`config.mk`:
```
export PLATFORM = sky130hd
export DESIGN_NAME = serial_receiver
export DESIGN_NICKNAME = d
export VERILOG_FILES = /design/src/rtl/serial_receiver.sv
export SDC_FILE = /design/constraint.sdc
export NUM_CORES = 1
export LEC_CHECK = 0
export ABC_AREA = 0
export CORE_MARGIN = 2
export CORE_UTILIZATION = 62
export CTS_BUF_LIST = sky130_fd_sc_hd__clkbuf_4
export DETAILED_ROUTE_END_ITERATION = 7
export PLACE_DENSITY_LB_ADDON = 0.15
export SYNTH_ARGS = -nofsm -noshare
export SYNTH_HDL_FRONTEND = slang
export SYNTH_SLANG_ARGS = --single-unit
```
`constraint.sdc`:
```
create_clock -name clk -period 4.25 [get_ports clk]
set_input_delay 0.85 -clock clk [delete_from_list [all_inputs] [get_ports clk]]
set_output_delay 0.85 -clock clk [all_outputs]
set_load 0.01 [all_outputs]
```
`src/rtl/serial_receiver.sv`:
```
// rtl/serial_receiver.sv - 8N1 serial receiver with synchronizer, framing check and receive FIFO
module serial_receiver #(
   parameter int comm_clk_frequency = 50_000_000,
   parameter int baud_rate          = 115200,
   parameter int FIFO_DEPTH         = 4
) (
   input  logic       clk,
   input  logic       reset,
   input  logic       RxD,
   output logic [7:0] rx_data,
   output logic       rx_valid,
   input  logic       rx_ready,
   output logic [4:0] rx_count,
   output logic       framing_error,
   output logic       overrun
);

   localparam int DIV   = comm_clk_frequency / baud_rate;
   localparam int CNT_W = (DIV > 2) ? $clog2(DIV) : 1;
   localparam int PTR_W = (FIFO_DEPTH > 1) ? $clog2(FIFO_DEPTH) : 1;

   localparam logic [CNT_W-1:0] CNT_HALF = CNT_W'(DIV / 2 - 1);
   localparam logic [CNT_W-1:0] CNT_FULL = CNT_W'(DIV - 1);
   localparam logic [CNT_W-1:0] CNT_ONE  = CNT_W'(1);
   localparam logic [4:0]       DEPTH_C  = 5'(FIFO_DEPTH);

   typedef enum logic [2:0] {
      S_IDLE,
      S_START,
      S_DATA,
      S_STOP,
      S_BREAK
   } state_t;

   state_t           state_q, state_d;
   logic             sync1_q, sync2_q;
   logic [CNT_W-1:0] cnt_q, cnt_d;
   logic [2:0]       bit_idx_q, bit_idx_d;
   logic [7:0]       shift_q, shift_d;
   logic             push_q, push_d;
   logic             ferr_q, ferr_d;
   logic             ovr_q, ovr_d;
   logic [PTR_W-1:0] wr_ptr_q, wr_ptr_d;
   logic [PTR_W-1:0] rd_ptr_q, rd_ptr_d;
   logic [4:0]       count_q, count_d;
   logic [7:0]       data_q, data_d;
   logic             valid_q, valid_d;
   logic [7:0]       mem_q [FIFO_DEPTH];

   logic             pop, full, wr_en;

   always_comb begin
      state_d   = state_q;
      cnt_d     = cnt_q;
      bit_idx_d = bit_idx_q;
      shift_d   = shift_q;
      push_d    = 1'b0;
      ferr_d    = 1'b0;

      case (state_q)
         S_IDLE: begin
            if (!sync2_q) begin
               cnt_d   = CNT_HALF;
               state_d = S_START;
            end
         end
         S_START: begin
            if (cnt_q == '0) begin
               if (!sync2_q) begin
                  cnt_d     = CNT_FULL;
                  bit_idx_d = 3'd0;
                  state_d   = S_DATA;
               end else begin
                  state_d = S_IDLE;
               end
            end else begin
               cnt_d = cnt_q - CNT_ONE;
            end
         end
         S_DATA: begin
            if (cnt_q == '0) begin
               shift_d   = {sync2_q, shift_q[7:1]};
               cnt_d     = CNT_FULL;
               bit_idx_d = bit_idx_q + 3'd1;
               if (bit_idx_q == 3'd7) begin
                  state_d = S_STOP;
               end
            end else begin
               cnt_d = cnt_q - CNT_ONE;
            end
         end
         S_STOP: begin
            if (cnt_q == '0) begin
               if (sync2_q) begin
                  push_d  = 1'b1;
                  state_d = S_IDLE;
               end else begin
                  ferr_d  = 1'b1;
                  state_d = S_BREAK;
               end
            end else begin
               cnt_d = cnt_q - CNT_ONE;
            end
         end
         S_BREAK: begin
            if (sync2_q) begin
               state_d = S_IDLE;
            end
         end
         default: state_d = S_IDLE;
      endcase
   end

   // A push into a full FIFO only lands when the same cycle frees a slot.
   always_comb begin
      pop      = valid_q && rx_ready;
      full     = (count_q == DEPTH_C);
      wr_en    = push_q && (!full || pop);
      ovr_d    = ovr_q || (push_q && full && !pop);
      wr_ptr_d = wr_en ? wr_ptr_q + 1'b1 : wr_ptr_q;
      rd_ptr_d = pop ? rd_ptr_q + 1'b1 : rd_ptr_q;
      count_d  = count_q + 5'(wr_en) - 5'(pop);
      valid_d  = (count_d != 5'd0);
      data_d   = data_q;
      if (count_d != 5'd0) begin
         // New byte bypasses the memory when it becomes the head this cycle.
         data_d = (wr_en && (wr_ptr_q == rd_ptr_d)) ? shift_q : mem_q[rd_ptr_d];
      end
   end

   always_ff @(posedge clk) begin
      if (wr_en) begin
         mem_q[wr_ptr_q] <= shift_q;
      end
   end

   always_ff @(posedge clk or posedge reset) begin
      if (reset) begin
         state_q   <= S_IDLE;
         sync1_q   <= 1'b1;
         sync2_q   <= 1'b1;
         cnt_q     <= '0;
         bit_idx_q <= 3'd0;
         shift_q   <= 8'h00;
         push_q    <= 1'b0;
         ferr_q    <= 1'b0;
         ovr_q     <= 1'b0;
         wr_ptr_q  <= '0;
         rd_ptr_q  <= '0;
         count_q   <= 5'd0;
         data_q    <= 8'h00;
         valid_q   <= 1'b0;
      end else begin
         state_q   <= state_d;
         sync1_q   <= RxD;
         sync2_q   <= sync1_q;
         cnt_q     <= cnt_d;
         bit_idx_q <= bit_idx_d;
         shift_q   <= shift_d;
         push_q    <= push_d;
         ferr_q    <= ferr_d;
         ovr_q     <= ovr_d;
         wr_ptr_q  <= wr_ptr_d;
         rd_ptr_q  <= rd_ptr_d;
         count_q   <= count_d;
         data_q    <= data_d;
         valid_q   <= valid_d;
      end
   end

   assign rx_data       = data_q;
   assign rx_valid      = valid_q;
   assign rx_count      = count_q;
   assign framing_error = ferr_q;
   assign overrun       = ovr_q;

endmodule

```
Word-level counts from Yosys, hierarchy flattened

Memory sizes are Yosys's and may differ from the RTL's. A register that Yosys moved wholly into a read port is not among the register bits.
Cells that the tools add are included.

Flip-flop bits (word level): 38
Latch bits: 0
Bits in writable memories: 32
Bits in read-only memories: 0
Input bits: 4
Output and inout port bits: 16
Word-level logic and storage cells: 80
Memories: 1

$add $sub $neg: 6
$mul: 0
Divide/modulo/power cells: 0
Order comparisons: 0
Eq/ne operators: 15
Shifts and indexed selects: 0
Muxes and demuxes: 28
Bitwise logic cells: 0
Reductions and logical operators: 17

Memories:

| memory | depth | width | read ports | clocked after memory_dff | write ports | RTL line | text |
|---|---|---|---|---|---|---|---|
| mem_q  | 4     | 8     | 1          | 1                        | 1           | 48       | `logic [7:0] mem_q [FIFO_DEPTH];` |

Operators with widths:

| cell                                              | number |
|---|---|
| 2-to-1 mux 9 bit                                  | 5 |
| case mux 9 bit (4 select lines)                   | 1 |
| 2-to-1 mux 3 bit                                  | 10 |
| inequality test 2 bit (second input constant)     | 8 |
| case mux 3 bit (5 select lines)                   | 1 |
| logical NOT 9 bit                                 | 1 |
| subtractor 9 x 1 -> 9 bit (second input constant) | 1 |
| 2-to-1 mux 1 bit                                  | 8 |
| AND reduction 4 bit                               | 2 |
| == test 3 x 2 -> 1 bit (second input constant)    | 2 |
| == test 3 bit (second input constant)             | 2 |
| case mux 3 bit (2 select lines)                   | 1 |
| AND reduction 6 bit                               | 1 |
| adder 5 x 1 -> 5 bit                              | 1 |
| == test 5 x 3 -> 1 bit (second input constant)    | 1 |
| nonzero test 5 bit                                | 1 |
| subtractor 5 x 1 -> 5 bit                         | 1 |
| adder 2 x 1 -> 2 bit (second input constant)      | 2 |
| logical AND 1 bit                                 | 4 |
| 2-to-1 mux 2 bit                                  | 2 |
| nonzero test 4 bit                                | 1 |
| adder 3 x 1 -> 3 bit (second input constant)      | 1 |
| == test 3 x 1 -> 1 bit (second input constant)    | 1 |
| logical NOT 3 bit                                 | 1 |
| other kinds (5)                                   | 7 |

Logic depth before layout (Yosys ltp)

Depth after elaboration: 7
Depth in mapped cells: 13
Gate-level depth less buffers: 11

Worst setup path after synthesis

Ideal clock, no wire load.

Path kind: input to register
From: in rx_ready
To: reg data_q[0] (netlist: rx_data[0]) (read register of mem_q)
Library setup time: 0.125 ns
Arrival time: 3.327 ns
Required time: 4.125 ns
Path slack: 0.798 ns
Stages on the path: 12
Buffers on the path: 3
Path through: and2_1 -> clkbuf_1 -> buf_2 -> nand2b_1 -> o21ai_0 -> ha_1 -> fa_1 -> xor2_1 -> nor3_1 -> and3_1 -> buf_2 -> o31ai_1

Longest elaborated chain between the ends: 6
Elaborated cells on any way between the ends: 7
Those cells by class: 2 x add/sub; 1 x mux; 4 x reduce/logical

Ends and longest elaborated chain:

| what                        | RTL line | text |
|---|---|---|
| start: declaration          | 12       | `input logic rx_ready,` |
| logical AND 1 bit *         | 116      | `pop = valid_q && rx_ready;` |
| logical OR 1 bit            | 118      | `wr_en = push_q && (!full \|\| pop);` |
| logical AND 1 bit           | 118      |  |
| adder 5 x 1 -> 5 bit        | 122      | `count_d = count_q + 5'(wr_en) - 5'(pop);` |
| subtractor 5 x 1 -> 5 bit * | 122      |  |
| named net count_d[2]        | 45       | `logic [4:0] count_q, count_d;` |
| nonzero test 5 bit *        | 125      | `if (count_d != 5'd0) begin` |
| end: declaration            | 46       | `logic [7:0] data_q, data_d;` |

The timed path passes the listed nets; every way through them passes the cells marked *.
A chain may end at the register's enable or synchronous reset.

Worst setup path in the final report

From: reg count_q[3] (netlist: rx_count[3])
To: reg data_q[7] (netlist: rx_data[7]) (read register of mem_q)

Longest elaborated chain between the ends: 7

Ends and longest elaborated chain:

| what                        | RTL line | text |
|---|---|---|
| start: declaration          | 45       |  |
| start signal: assignment    | 165      | `count_q <= count_d;` |
| == test 5 x 3 -> 1 bit      | 117      | `full = (count_q == DEPTH_C);` |
| logical NOT 1 bit           | 118      |  |
| logical OR 1 bit            | 118      |  |
| logical AND 1 bit           | 118      |  |
| adder 5 x 1 -> 5 bit *      | 122      |  |
| subtractor 5 x 1 -> 5 bit * | 122      |  |
| nonzero test 5 bit *        | 125      |  |

Every way passes the cells marked *; elsewhere a longest branch is shown, timed or not.

==> impl_summary.md <==
Final layout
The share of post-route cells with drive strength above 1 is 10.30%. 0 antenna diodes ended up in the layout. Relative to the synthesized area, the layout overhead comes to 9.265%.

The filler cell count is 416. The net count of the finished layout is 381. Leaving out fill and tap cells, the most frequent cell in the layout is nand2_1. Cells fill 70.86% of the core in the end. The number of standard cells in the layout, taps in and fillers out is 444.

The total non-filler cell area in the finished layout is 4220 sq um. Leaving out fill and tap cells, the most frequent cells in the layout are 52 x nand2_1, 44 x dfrtp_1, 32 x edfxtp_1.

Timing
The post-route clock skew is 17.38 ps. For the pin with the worst max-slew slack, the measured transition is 952.4 ps. The max-slew violation total from the final report is 0. The hold slack is 369.2 ps.

The worst pin sits at a relative slew slack of 36.42%. The hold violation total from the final report is 0. The setup slack after layout is 807.2 ps.

Dividing the final minimum period by the clock period gives 81.01%. Setup repair after global routing left no endpoint under its margin. Setup violations remaining at the end of the flow were counted as 0. The highest clock rate is 290.5 MHz. The shortest clock period the worst path allows after layout is 3443 ps. The final sum of negative setup slack is 0 ps.

Detailed routing
In the final routed layout, each cell accounts on average for 16.61 um. The total length of routed wires is 7373 um. The count of routing violations after the opening detailed-route iteration is 200. The total via count in the routed design is 2727. After detailed routing, the number of remaining DRC violations is 0. In this run the remaining antenna-violating nets after routing total 0. The number of detailed-routing iterations run before antenna repair is 4.

In the routed layout, each cell is associated on average with a via count of 6.142.

Synth
Of all flip-flops after synthesis, the portion carrying an async set or reset was 58.97%. After synthesis the cells add up to 3862 sq um. After synthesis, the mean cell area works out to 11.20 sq um. Among all flip-flop cells after synthesis, the most frequent one is dfrtp_1.

The total nets after synthesis is 362. The cell count after synthesis is 345. The number of register bits inferred by synthesis is 78.

Synthesis instantiated 53 different standard cells from the library. Counting flops with a built-in enable in the synthesized netlist gives 32. After synthesis, flip-flops and latches occupy 54.75% of the total area. The total of warnings raised by yosys is 0.

Worst setup path
The most numerous cell type found on the critical path is ha_1. The start-to-end type of the worst setup path is reg2reg. On the worst path, the slowest cell contributes a delay of 570 ps. The largest driver fanout on the critical path is 10. Walking the worst path, the cells encountered are inv_1, ha_1, nor4b_1, o21ai_0, ha_1, fa_1, a21o_1, a21oi_1, xnor2_1, and3_1, o31ai_1. The data arrival time of the critical path is 3760 ps. The slowest cell on the critical path is nor4b_1. In this run the register-to-register setup slack is 810 ps. The worst setup path is captured at a register. The kind of start point of the critical path is a register.

The required time at the worst-slack endpoint is 4560 ps.

Clocking
In this run the deepest clock path goes through 2 buffers. The number of setup buffers added after CTS is 0. The CTS root buffer is clkbuf_4. The number of sinks handled by clock tree synthesis is 78. In this run the number of H-tree levels came out at 3. The register clock-pin slew on the reported worst setup and hold paths is 120 ps. Hold repair after CTS inserted 0 buffers. TritonCTS built the clock tree.

The clock latency reported for the late side of the worst-skew pair is 430 ps. After clock tree synthesis, the repair step resized 0 gates. The total CTS buffers is 9.

Place
The HPWL after detailed placement is 5171 um. The post-place instance area is 4105 sq um. At the placement stage, the worst setup path has a slack of 481.7 ps. After detailed placement, the design holds a cell count of 428.

During placement, the flow inserted port buffers numbering 19. Routability-driven placement finished with a final weighted congestion of 0.8721.

Power
The worst-case IR drop observed on VDD is 0.0005325 V. The power per standard cell area is 522.0 nW/um^2. The standby leakage power is 1.734 nW. The design draws 2.203 mW.

Global route
The global-route congestion overflow total is 0. For this run, the total global-route usage over all layers was measured as 23.03%. The initial antenna violation count is 0. The largest net degree at the start of global routing is 47. The wire length of the first global-routing pass is 12790 um.

The number of global-route vias before repair is 2655.

Floorplanning
Row generation in the floorplan step produced 28 rows. The die is 82.93 um wide. In this run the count of I/O pins placed on the die edge is 20. The effective utilization at floorplan is 64.85%. The die is 82.93 um tall. In this run the standard cell core region covers 5956 sq um. The area of the die is 6877 sq um.

Worst hold path
The worst hold path belongs to the class reg2reg.

Status
The run finished with clean final reports.

Flow run
The tool flagged a number of max-cap violations equal to 0.
## flip-flops by register name, indices dropped and copies added (netlist names)
name	cells
state_q	3
rx_count	5
sync1_q	1
rx_valid	1
mem_q	32
rx_data	8
framing_error	1
cnt_q	9
overrun	1
wr_ptr_q	2
push_q	1
bit_idx_q	3
shift_q	8
sync2_q	1
rd_ptr_q	2
## synthesized netlist by cell type (6+ instances only)
cell type | n | area share (%)
and2_1 | 7 | 1.1
nand4_1 | 8 | 1.3
mux2i_1 | 17 | 4.4
nand2_1 | 52 | 5.1
a32oi_1 | 16 | 3.6
dfrtp_1 | 44 | 29
edfxtp_1 | 32 | 25
nor2_1 | 18 | 1.7
o21ai_0 | 11 | 1.4
inv_1 | 14 | 1.4
o31ai_1 | 8 | 1.6
mux2_4 | 6 | 2.3
xnor2_1 | 7 | 1.6
clkbuf_1 | 7 | 0.68
ha_1 | 12 | 3.9
a21oi_1 | 23 | 3.0
nand3_1 | 6 | 0.78
## power breakdown
group	internal [mW]	leakage [nW]	switching [mW]
combinational	0.397	0.732	0.490
sequential	0.865	0.947	0.0651
clock	0.124	0.0544	0.261
total	1.39	1.73	0.817
## path summary, 6_finish.rpt
kind / startpoint / end / depth (start not counted)
worst max-delay path: rx_count[3] / rx_data[7] / 11
worst min-delay path: sync1_q / sync2_q / 0
worst max register to register: rx_count[3] / rx_data[7] / 11
worst min register to register: sync1_q / sync2_q / 0
max in group asynchronous: reset / shift_q[1] / 2
min in group asynchronous: reset / rx_count[1] / 2
## cell families after synthesis
family / count (synthesis) / synth area share (%)
simple gates: 108 / 13.31
compound gates: 83 / 15.03
flops: 78 / 54.75
buf+inv: 29 / 3.207
mux: 24 / 7.029
fa+ha+maj: 13 / 4.405
xor+xnor: 10 / 2.268
## area by class of cell
cell class,instances,area [sq um],share of cell area (%)
tap,75,93.84,2.224
timing repair buffer,23,220.2,5.218
clock inverter,6,40.04,0.9487
multi-input combinational,238,1624,38.48
inverter,14,52.55,1.245
sequential,78,2115,50.10
clock buffer,10,75.07,1.779
## worst max-delay path: cells and delay by family (launching register included)
| kind | cells | cell delay (ps) |
|---|---|---|
| AND/OR/NAND/NOR | 2 | 1000 |
| adder cells (fa/ha/maj) | 3 | 810 |
| AO/OA/AOI/OAI | 4 | 690 |
| flip-flops | 1 | 420 |
| XOR/XNOR | 1 | 350 |
| buffers and inverters | 1 | 60 |
## layer usage
layer,wire length [um],track usage (%)
met1,3228,30.55
met2,3603,36.73
met3,373,5.666
met5,0,0
met4,167,9.240
Power figures use the tool's default switching activity.
